**src/rtl/uart_frame_deframer.sv**
```systemverilog
`default_nettype none
// ============================================================================
// Module      : uart_frame_deframer
// Description : Recovers START/STOP delimited, byte-stuffed frames of N_BYTES
//               payload from the uart_rx byte stream; valid/ready output with
//               saturating good-frame and error counters.
//               Optional trailing XOR checksum: UART_FRAME_CHECKSUM_EN.
// Revision    : 1.0 - initial parametrised release
// ============================================================================
module uart_frame_deframer #(
    parameter int         N_BYTES    = 4,
    parameter logic [7:0] START_BYTE = 8'h55,
    parameter logic [7:0] STOP_BYTE  = 8'hAA,
    parameter logic [7:0] ESC_BYTE   = 8'h7D,
    parameter logic [7:0] ESC_XOR    = 8'h20
) (
    input  logic                 clk,
    input  logic                 rst_n,
    input  logic [7:0]           rx_data,
    input  logic                 rx_valid,
    output logic [8*N_BYTES-1:0] frame_data,
    output logic                 frame_valid,
    input  logic                 frame_ready,
    output logic                 err_pulse,
    output logic [1:0]           err_code,
    output logic [7:0]           frame_cnt,
    output logic [7:0]           err_cnt
);

`ifdef UART_FRAME_CHECKSUM_EN
    localparam int c_FRAME_LEN = N_BYTES + 1;
`else
    localparam int c_FRAME_LEN = N_BYTES;
`endif
    localparam int                 c_IDX_W   = $clog2(c_FRAME_LEN + 1);
    localparam logic [c_IDX_W-1:0] c_LEN_IDX = c_IDX_W'(c_FRAME_LEN);

    localparam logic [1:0] c_ST_IDLE    = 2'd0;
    localparam logic [1:0] c_ST_PAYLOAD = 2'd1;
    localparam logic [1:0] c_ST_ESCAPED = 2'd2;

    localparam logic [1:0] c_ERR_LEN = 2'd1;
    localparam logic [1:0] c_ERR_OVR = 2'd2;
    localparam logic [1:0] c_ERR_CKS = 2'd3;

    generate
        if ((START_BYTE == STOP_BYTE) || (START_BYTE == ESC_BYTE) ||
            (STOP_BYTE == ESC_BYTE)) begin : g_bad_delims
            $error("uart_frame_deframer: START/STOP/ESC bytes must be distinct");
        end
        if ((N_BYTES < 1) || (N_BYTES > 16)) begin : g_bad_len
            $error("uart_frame_deframer: N_BYTES must be 1..16");
        end
    endgenerate

    logic [1:0]           r_state;
    logic [c_IDX_W-1:0]   r_idx;
    logic [7:0]           r_buf [c_FRAME_LEN];
    logic [8*N_BYTES-1:0] r_frame_data;
    logic                 r_frame_valid;
    logic                 r_err_pulse;
    logic [1:0]           r_err_code;
    logic [7:0]           r_frame_cnt;
    logic [7:0]           r_err_cnt;

    logic [1:0]           w_state_nxt;
    logic [c_IDX_W-1:0]   w_idx_nxt;
    logic [7:0]           w_byte;
    logic                 w_store;
    logic                 w_stop_ok;
    logic                 w_len_err;
    logic                 w_cksum_bad;
    logic                 w_overrun;
    logic                 w_load;
    logic                 w_err;
    logic [1:0]           w_err_code;
    logic [8*N_BYTES-1:0] w_payload;

    generate
        for (genvar gi = 0; gi < N_BYTES; gi++) begin : g_pack
            assign w_payload[8*gi +: 8] = r_buf[gi];
        end
    endgenerate

`ifdef UART_FRAME_CHECKSUM_EN
    logic [7:0] w_cksum;
    always_comb begin
        w_cksum = 8'h00;
        for (int i = 0; i < N_BYTES; i++) begin
            w_cksum = w_cksum ^ r_buf[i];
        end
    end
    // Last stored byte is the received checksum, never part of frame_data.
    assign w_cksum_bad = (w_cksum != r_buf[N_BYTES]);
`else
    assign w_cksum_bad = 1'b0;
`endif

    always_comb begin
        w_state_nxt = r_state;
        w_idx_nxt   = r_idx;
        w_store     = 1'b0;
        w_stop_ok   = 1'b0;
        w_len_err   = 1'b0;
        w_byte      = (r_state == c_ST_ESCAPED) ? (rx_data ^ ESC_XOR) : rx_data;
        if (rx_valid) begin
            case (r_state)
                c_ST_IDLE: begin
                    if (rx_data == START_BYTE) begin
                        w_state_nxt = c_ST_PAYLOAD;
                        w_idx_nxt   = '0;
                    end
                end
                c_ST_PAYLOAD, c_ST_ESCAPED: begin
                    if (rx_data == START_BYTE) begin
                        w_state_nxt = c_ST_PAYLOAD;
                        w_idx_nxt   = '0;
                    end else if ((r_state == c_ST_PAYLOAD) && (rx_data == ESC_BYTE)) begin
                        w_state_nxt = c_ST_ESCAPED;
                    end else if ((r_state == c_ST_PAYLOAD) && (rx_data == STOP_BYTE)) begin
                        w_state_nxt = c_ST_IDLE;
                        if (r_idx == c_LEN_IDX) begin
                            w_stop_ok = 1'b1;
                        end else begin
                            w_len_err = 1'b1;
                        end
                    end else if (r_idx < c_LEN_IDX) begin
                        // Escaped STOP/ESC values land here as plain data.
                        w_store     = 1'b1;
                        w_idx_nxt   = r_idx + 1'b1;
                        w_state_nxt = c_ST_PAYLOAD;
                    end else begin
                        w_len_err   = 1'b1;
                        w_state_nxt = c_ST_IDLE;
                    end
                end
                default: begin
                    w_state_nxt = c_ST_IDLE;
                end
            endcase
        end
    end

    assign w_overrun = w_stop_ok && !w_cksum_bad && r_frame_valid && !frame_ready;
    assign w_load    = w_stop_ok && !w_cksum_bad && !w_overrun;
    assign w_err     = w_len_err || w_overrun || (w_stop_ok && w_cksum_bad);

    always_comb begin
        w_err_code = c_ERR_CKS;
        if (w_len_err) begin
            w_err_code = c_ERR_LEN;
        end else if (w_overrun) begin
            w_err_code = c_ERR_OVR;
        end
    end

    always_ff @(posedge clk or negedge rst_n) begin
        if (!rst_n) begin
            r_state       <= c_ST_IDLE;
            r_idx         <= '0;
            for (int i = 0; i < c_FRAME_LEN; i++) begin
                r_buf[i] <= 8'h00;
            end
            r_frame_data  <= '0;
            r_frame_valid <= 1'b0;
            r_err_pulse   <= 1'b0;
            r_err_code    <= 2'd0;
            r_frame_cnt   <= 8'h00;
            r_err_cnt     <= 8'h00;
        end else begin
            r_state <= w_state_nxt;
            r_idx   <= w_idx_nxt;
            for (int i = 0; i < c_FRAME_LEN; i++) begin
                if (w_store && (r_idx == c_IDX_W'(i))) begin
                    r_buf[i] <= w_byte;
                end
            end
            if (w_load) begin
                r_frame_data <= w_payload;
            end
            // A delivery in the accept cycle keeps valid high with fresh data.
            r_frame_valid <= w_load || (r_frame_valid && !frame_ready);
            r_err_pulse   <= w_err;
            if (w_err) begin
                r_err_code <= w_err_code;
            end
            if (w_load && (r_frame_cnt != 8'hFF)) begin
                r_frame_cnt <= r_frame_cnt + 8'd1;
            end
            if (w_err && (r_err_cnt != 8'hFF)) begin
                r_err_cnt <= r_err_cnt + 8'd1;
            end
        end
    end

    assign frame_data  = r_frame_data;
    assign frame_valid = r_frame_valid;
    assign err_pulse   = r_err_pulse;
    assign err_code    = r_err_code;
    assign frame_cnt   = r_frame_cnt;
    assign err_cnt     = r_err_cnt;

endmodule
`default_nettype wire
```
**config.mk**
```make
export PLATFORM = sky130hd
export DESIGN_NAME = uart_frame_deframer
export DESIGN_NICKNAME = d
export VERILOG_FILES = /design/src/rtl/uart_frame_deframer.sv
export SDC_FILE = /design/constraint.sdc
export NUM_CORES = 1
export LEC_CHECK = 0
export ABC_CLOCK_PERIOD_IN_PS = 6300
export CORE_MARGIN = 1
export CORE_UTILIZATION = 59
export CTS_BUF_LIST = sky130_fd_sc_hd__clkbuf_8
export DETAILED_ROUTE_END_ITERATION = 12
export PLACE_DENSITY = 0.87
export SETUP_SLACK_MARGIN = 0.2
export SLEW_MARGIN = 25
export SYNTH_ARGS = -nofsm -noshare
export SYNTH_HDL_FRONTEND = slang
export SYNTH_SLANG_ARGS = --single-unit
```
**constraint.sdc**
```tcl
create_clock -name clk -period 6.3 [get_ports clk]
set_input_delay 0.945 -clock clk [delete_from_list [all_inputs] [get_ports clk]]
set_output_delay 0.945 -clock clk [all_outputs]
set_load 0.005 [all_outputs]
```
After elaboration in Yosys (flattened, before gate mapping)
Index checks and enable logic that the tools add are counted.
{"block": "totals", "regBits": 89, "output_inout_bits": 52, "wordCells": 88, "in_bits": 12}
{"block": "classes", "order_cmp": 1, "n_addsub": 3, "n_eq_ne": 15, "bitwise_logic": 1, "n_reduce_logical": 22, "n_mux": 34}
{"cell": "1-bit 2-to-1 mux", "count": 22}
{"cell": "8-bit by 1-bit adder with 8-bit output, second input constant", "count": 2}
{"cell": "8-bit by 7-bit equality test with 1-bit output, second input constant", "count": 2}
{"cell": "8-bit != test, second input constant", "count": 2}
{"cell": "3-bit 2-to-1 mux", "count": 5}
{"cell": "1-bit logical AND", "count": 12}
{"cell": "3-bit != test, second input constant", "count": 3}
{"cell": "8-bit equality test, second input constant", "count": 1}
{"cell": "2-bit 2-to-1 mux", "count": 4}
{"cell": "3-bit by 2-bit equality test with 1-bit output, second input constant", "count": 2}
{"cell": "6-bit 2-to-1 mux", "count": 1}
{"cell": "3-bit case mux with 2 select lines", "count": 1}
{"cell": "6-bit AND reduction", "count": 1}
{"cell": "2-bit case mux with 2 select lines", "count": 1}
{"cell": "3-bit by 1-bit adder with 3-bit output, second input constant", "count": 1}
{"cell": "3-bit by 1-bit equality test with 1-bit output, second input constant", "count": 1}
{"cell": "3-bit equality test, second input constant", "count": 1}
{"cell": "3-bit zero test", "count": 1}
{"cell": "3-bit < comparator, second input constant", "count": 1}
{"cell": "2-bit by 1-bit equality test with 1-bit output, second input constant", "count": 1}
{"cell": "2-bit equality test, second input constant", "count": 1}
{"cell": "1-bit zero test", "count": 2}
{"cell": "2-bit zero test", "count": 1}
{"cell": "1-bit logical OR", "count": 2}
{"cell": "5 further kinds", "count": 5}

Depth between registers and ports, before layout
Gate-level depths: netlist (run 1).
{"block": "logic_depth", "word_depth": 12, "ltp_mapped": 9, "depth_no_buf": 7}

Least setup slack after synthesis (run 1)
OpenSTA, ideal clock, no wires.
{"block": "synth_timing", "path_type": "input to register", "startpoint": "input rx_data[2]", "endpoint": "register r_frame_data[15], in the netlist frame_data[15]", "path_buffers": 2, "setup_time_ns": 0.125, "t_arrival_ns": 2.992, "path_slack_ns": 3.184, "cell_stages": 6, "required_ns": 6.175, "cell_sequence": "or4b_1 -> or4_4 -> nor4_4 -> buf_6 -> buf_4 -> mux2_2"}
{"block": "synth_via", "elab_chain_cells": 11, "elab_cells_between_ends": 14, "cone_classes": "3 x eq/ne; 5 x mux; 6 x reduce/logical"}
{"item": "start, declared", "line_no": "19", "source": "input logic [7:0] rx_data,"}
{"item": "8-bit equality test", "line_no": "120", "source": "end else if ((r_state == c_ST_PAYLOAD) && (rx_data == STOP_BYTE)) begin"}
{"item": "1-bit logical AND", "line_no": "120"}
{"item": "1-bit 2-to-1 mux", "line_no": "120"}
{"item": "1-bit 2-to-1 mux", "line_no": "118", "source": "end else if ((r_state == c_ST_PAYLOAD) && (rx_data == ESC_BYTE)) begin"}
{"item": "1-bit 2-to-1 mux *", "line_no": "115", "source": "if (rx_data == START_BYTE) begin"}
{"item": "1-bit 2-to-1 mux *", "line_no": "107", "source": "case (r_state)"}
{"item": "1-bit 2-to-1 mux *", "line_no": "106", "source": "if (rx_valid) begin"}
{"item": "1-bit logical AND (2 in series)", "line_no": "144", "source": "assign w_overrun = w_stop_ok && !w_cksum_bad && r_frame_valid && !frame_ready;"}
{"item": "1-bit zero test", "line_no": "145", "source": "assign w_load = w_stop_ok && !w_cksum_bad && !w_overrun;"}
{"item": "1-bit logical AND *", "line_no": "145"}
{"item": "end signal, assigned", "line_no": "179", "source": "r_frame_data <= w_payload;"}
{"item": "end, declared", "line_no": "59", "source": "logic [8*N_BYTES-1:0] r_frame_data;"}
Every way passes the cells marked *; elsewhere a longest branch is shown, timed or not.
A chain may end at the register's enable or synchronous reset.

Worst setup path in the final report (run 1)
{"block": "layout_timing", "startpoint": "input rx_data[2]", "endpoint": "register r_frame_cnt[1], in the netlist frame_cnt[1]"}
{"block": "layout_via", "elab_chain_cells": 12, "elab_cells_between_ends": 15, "cone_classes": "3 x eq/ne; 5 x mux; 7 x reduce/logical"}
{"item": "8-bit equality test", "line_no": "120"}
{"item": "1-bit logical AND", "line_no": "120"}
{"item": "1-bit 2-to-1 mux", "line_no": "120"}
{"item": "1-bit 2-to-1 mux", "line_no": "118"}
{"item": "1-bit 2-to-1 mux *", "line_no": "115"}
{"item": "1-bit 2-to-1 mux *", "line_no": "107"}
{"item": "1-bit 2-to-1 mux *", "line_no": "106"}
{"item": "1-bit logical AND (2 in series)", "line_no": "144"}
{"item": "1-bit zero test", "line_no": "145"}
{"item": "1-bit logical AND *", "line_no": "145"}
{"item": "1-bit logical AND *", "line_no": "187", "source": "if (w_load && (r_frame_cnt != 8'hFF)) begin"}
{"item": "end signal, assigned", "line_no": "188", "source": "r_frame_cnt <= r_frame_cnt + 8'd1;"}
{"item": "end, declared", "line_no": "63", "source": "logic [7:0] r_frame_cnt;"}
Marks and branches as above.

==> results of run 1 <==
-- worst reg2reg max path, cell delays in order, from the launching register on --
cell and delay, ps:
dfrtp_1 420, inv_1 90, ha_1 140, nand3_1 200
or4_4 590, nor4_4 250, buf_4 470, nor2b_1 290
mux2_2 350
-- metal layers --
layer / share of wire / wire length [um] / GRT usage
met4: 0.023 / 177 / 0.105
met1: 0.45 / 3480 / 0.335
met2: 0.50 / 3830 / 0.389
met3: 0.028 / 212 / 0.0447
met5: 0 / 0 / 0
-- power by group --
part           internal [mW]  leakage [nW]  switching (mW)
Sequential             0.692          1.17          0.0838
Combinational          0.159         0.916           0.126
Clock                  0.155        0.0931           0.229
Total                   1.01          2.18           0.439
-- final timing paths --
check | slack, ps | to | startpoint
max | 2540 | frame_cnt[1]$_DFFE_PN0P_ | rx_data[2]
min | 490 | frame_cnt[6]$_DFFE_PN0P_ | frame_cnt[6]$_DFFE_PN0P_
max reg2reg | 3410 | frame_cnt[1]$_DFFE_PN0P_ | r_state[1]$_DFFE_PN0P_
min reg2reg | 490 | frame_cnt[6]$_DFFE_PN0P_ | frame_cnt[6]$_DFFE_PN0P_
max in group asynchronous | 5140 | r_idx[1]$_DFFE_PN0P_ | rst_n
min in group asynchronous | 620 | frame_data[0]$_DFFE_PN0P_ | rst_n
-- sequential cells by signal, summed over array words and instances, names as in the netlist --
name,cells
frame_cnt,8
err_pulse,1
r_state,2
err_cnt,8
r_idx,3
frame_data,32
frame_valid,1
err_code,2
r_buf,32
-- cell type report --
cell class                 instances  area share
clock buffer                       9      0.0261
clock inverter                     7      0.0150
inverter                           6     0.00475
multi-input combinational        182       0.330
sequential                        89       0.469
tap                               77      0.0203
timing repair buffer              64       0.135
-- metrics by stage --
step,area (um2),instances
after floorplan,3850,282
after global placement,4550,418
after detailed placement,4550,418
after CTS,4740,434
after global routing,4740,434
final,4740,434
-- cell families (layout without fill, tap and decap cells) --
group                    count (synthesis)  in the layout  share of synthesized area
flip-flops                              89             89                      0.578
AND/OR/NAND/NOR                         73             73                      0.109
multiplexers                            70             70                      0.204
AO/OA/AOI/OAI                           15             15                     0.0283
XOR/XNOR                                13             13                     0.0296
adder cells (fa/ha/maj)                 11             11                     0.0357
buffers and inverters                   11             86                     0.0159
-- cells in the final DEF, fill, tap and decap left out, drive strengths merged, types with 2 or more instances in the layout --
cell,count
dfrtp,89
mux2,67
clkdlybuf4s50,62
nand2,17
nor2,11
ha,11
inv,10
clkbuf,9
nand3,8
xnor2,8
and3,7
xor2,5
nand2b,4
or2,4
o21ai,4
nor4,4
nor2b,3
nand4,3
mux2i,3
nand3b,3
a22o,2
nor3,2
nor3b,2
clkinvlp,2
buf,2
-- synthesized netlist by cell type (all sizes together), types with 2 or more instances --
cell | n | area, um2
mux2 | 67 | 754
mux2i | 3 | 30.0
or2 | 4 | 25.0
nor3 | 2 | 10.0
o21ai | 4 | 20.0
nand3 | 8 | 40.0
xor2 | 5 | 43.8
xnor2 | 8 | 70.1
nor2 | 11 | 41.3
nand4 | 3 | 18.8
nand2 | 17 | 63.8
nand3b | 3 | 22.5
and3 | 7 | 43.8
ha | 11 | 138
nor4 | 4 | 40.0
nor3b | 2 | 25.0
nor2b | 3 | 18.8
buf | 4 | 35.0
dfrtp | 89 | 2230
inv | 6 | 22.5
a22o | 2 | 17.5
nand2b | 4 | 25.0
==> metrics.cfg, run 1 <==
[run_status]
outcome = finished, violations left
violations = DRC

[grt]
grt_first_pass_wirelength_um = 13100
grt_overflow_total = 0
grt_pass1_vias = 2550
track_usage = 0.245
antenna_found_initial = 0
grt_start_max_net_pins = 90

[worst_hold_path]
worstHoldPathCells = 1
hp-class = reg -> reg

[floorplanning]
die_y_um = 82.8
coreArea_um2 = 6310
start_util = 0.610
io-pin-count = 64
placementRows = 29
die_w_um = 82.8
die_area_um2 = 6860

[clock_tree]
cts-root-buf = clkbuf_8
path_clk_slew_ps = 100
cts_tree = built
ctsResizeCount = 0
post_cts_buffers = 0
clock_latency_ps = 370
clkSinkCount = 89
cts_buffers = 9
cts.path.max_buffers = 2
cts_max_level = 3
cts-hold-fix-buffers = 0

[finish]
regArea_um2 = 2230
num-nets-final = 375
syn_to_final_growth_pct = 23.2
antenna_cells = 0
n_fill_cell = 423
utilization = 0.751
multi_input_area_um2 = 1560
drive_gt1_frac = 0.261

[yosys]
syn_area_per_cell_um2 = 13.7
syn-cell-area_um2 = 3850
yosys_warnings = 0
synth_edf_count = 0
synthesis.nets = 305
yosysSeqAreaShare = 0.578
async_flop_share = 1.00
synth_flop_cell = dfrtp_1
ys_seq_elements = 89
synth.distinct_cells = 40
syn_inst = 282

[placement]
dp_hpwl_um = 5110
routabilityCongestion = 0.816
io_buffers = 63
dp_slack_ps = 2180

[critical_path]
worstPathMaxFanout = 39
path_delay_family = simple AND/OR/NAND/NOR gates
path_depth = 7
worstSetupStartpointType = input pin
crit_type = in -> reg
endpoint_kind = flip-flop
r2r_cells = 8
critPathRequiredTime_ps = 6560
crit_slowest_cell = or4b_1
cp_num_buf_inv = 2
cpPeakStageDelay_ps = 600
crit_chain = clkdlybuf4s50_1 > or4b_1 > or4_4 > nor4_4 > buf_4 > nor2b_1 > mux2_2
arrival_ps = 4020

[route]
ant_nets = 0
dr.pass1.iters = 8
avgViaCountPerCell = 5.76
first_iter_violations = 143
drc = 2
wirelength_um = 7700
post_drt_wl_per_cell_um = 17.7
vias = 2501

[sta]
setup_ws_ps = 2540
fin_setup_tns_ps = 0
skew_ps = 14.9
slew_headroom = 0.383
worst_pin_slew_ps = 922
drv_slew = 0
setup_viol = 0
max_freq_ghz = 0.266
whs_ps = 491
finalCriticalPeriod_ps = 3760
rsz0062_at_grt = no
final-hold-violation-count = 0
period_share = 0.597

[pwr]
cellLeakagePower_nw = 2.18
p_total_mw = 1.45
ir_worst_vdd_mv = 0.217
p_per_area_nw_per_um2 = 305

[run]
cap_violations = 0

No activity file was read; power rests on OpenSTA's default activity.
==> run 2: changes to the inputs <==
Settings changed: ABC_CLOCK_PERIOD_IN_PS 6300 to 3250, CORE_UTILIZATION 59 to 50, PLACE_DENSITY 0.87 to 0.79.
Clock period 6.3 ns to 3.25 ns, I/O delays scaled along.
==> metrics.cfg, run 2 (same netlist as run 1, synthesis figures left out) <==
[pwr]
p_per_area_nw_per_um2 = 559
comb_power_share = 0.208
p_sw_mw = 0.793
ir_worst_vdd_mv = 0.335
netSwitchingFraction = 0.289
power.internal_mw = 1.95
pwr-share-clk = 0.247
cellLeakagePower_nw = 2.27
p_seq_frac = 0.545
p_total_mw = 2.74

[floorplanning]
start_util = 0.526
die_y_um = 89.8
die_w_um = 89.8
coreArea_um2 = 7330
io-pin-count = 64
placementRows = 31
die_area_um2 = 8060

[route]
dr.pass1.iters = 4
drc = 0
avgViaCountPerCell = 5.25
vias = 2495
ant_nets = 0
first_iter_violations = 115
post_drt_wl_per_cell_um = 15.8
wirelength_um = 7510

[worst_hold_path]
hp-class = in -> async

[finish]
regArea_um2 = 2230
final_common_cell = dfrtp_1
antenna_cells = 0
fin_cells = 475
n_fill_cell = 529
drive_gt1_frac = 0.295
multi_input_area_um2 = 1560
layout_common_cells = dfrtp_1 (89), mux2_2 (67), clkdlybuf4s50_1 (62)
num-nets-final = 394
syn_to_final_growth_pct = 27.3
utilization = 0.669

[sta]
period_share = 0.888
skew_ps = 11.6
slew_headroom = 0.438
finalCriticalPeriod_ps = 2890
rsz0062_at_grt = no
setup_ws_ps = 364
setup_viol = 0
whs_ps = 209
drv_slew = 0
final-hold-violation-count = 0
max_freq_ghz = 0.347
worst_pin_slew_ps = 844

[placement]
io_buffers = 63
dp_hpwl_um = 5590
dp_slack_ps = -0.561
routabilityCongestion = 0.764
dp_cells = 459

[grt]
grt_overflow_total = 0
grt_start_max_net_pins = 70
grt_pass1_vias = 2615
grt_first_pass_wirelength_um = 12900
track_usage = 0.204
antenna_found_initial = 0

[run]
cap_violations = 0

[run_status]
outcome = finished clean

[critical_path]
worstSetupStartpointType = input pin
critPathRequiredTime_ps = 3490
crit_slowest_cell = or4b_1
crit_type = in -> reg
path_delay_family = simple AND/OR/NAND/NOR gates
worstPathMaxFanout = 4
cpPeakStageDelay_ps = 560
cp_num_buf_inv = 1
arrival_ps = 3130
crit_chain = clkdlybuf4s50_1 > or4b_1 > or4_4 > nor4_4 > nor2b_1 > mux2_2
rrSetupSlack_ps = 790
endpoint_kind = flip-flop

[clock_tree]
cts_buffers = 9
clkSinkCount = 89
cts-hold-fix-buffers = 0
post_cts_buffers = 0
cts.path.max_buffers = 2
clock_latency_ps = 350
cts_tree = built
cts-root-buf = clkbuf_8
ctsResizeCount = 0
cts_max_level = 3
path_clk_slew_ps = 90

run 2: path summary, 6_finish.rpt:
path	start	to	cells past startpoint
setup / recovery	rx_data[2]	frame_cnt[1]$_DFFE_PN0P_	6
hold / removal	rst_n	frame_cnt[7]$_DFFE_PN0P_	1
setup reg to reg	r_state[1]$_DFFE_PN0P_	frame_cnt[1]$_DFFE_PN0P_	7
hold reg to reg	frame_cnt[6]$_DFFE_PN0P_	frame_cnt[6]$_DFFE_PN0P_	1
max in group asynchronous	rst_n	frame_data[11]$_DFFE_PN0P_	2
min in group clk	frame_cnt[6]$_DFFE_PN0P_	frame_cnt[6]$_DFFE_PN0P_	1
run 2: power by group through the flow:
stage          logic (mW)  registers (mW)  clock network, mW
2_1_floorplan       0.378            1.47                  0
3_3_place_gp        0.553            1.51                  0
3_5_place_dp        0.575            1.52                  0
4_1_cts             0.578            1.50              0.694
5_1_grt             0.648            1.53              0.750
6_report            0.570            1.50              0.677
run 2: cell type report:
class,instances,share of cell area
clock buffer,9,0.0252
clock inverter,7,0.0110
inverter,6,0.00459
multi-input combinational,182,0.319
sequential,89,0.454
tap,99,0.0252
timing repair buffer,83,0.161
run 2: routing by layer:
layer  track usage  vias up  part of all wire
met4        0.0847        0             0.011
met3        0.0288        7             0.037
li1              -     1181                 -
met2         0.322       57              0.48
met5             0        -                 0
met1         0.283     1250              0.48
run 2: through the flow:
step / cell area [um2] / TNS, ps
after floorplan: 3850 / 0
after global placement: 4730 / 0
after detailed placement: 4730 / -0.561
after CTS: 4910 / 0
after global routing: 4910 / 0
final: 4910 / 0
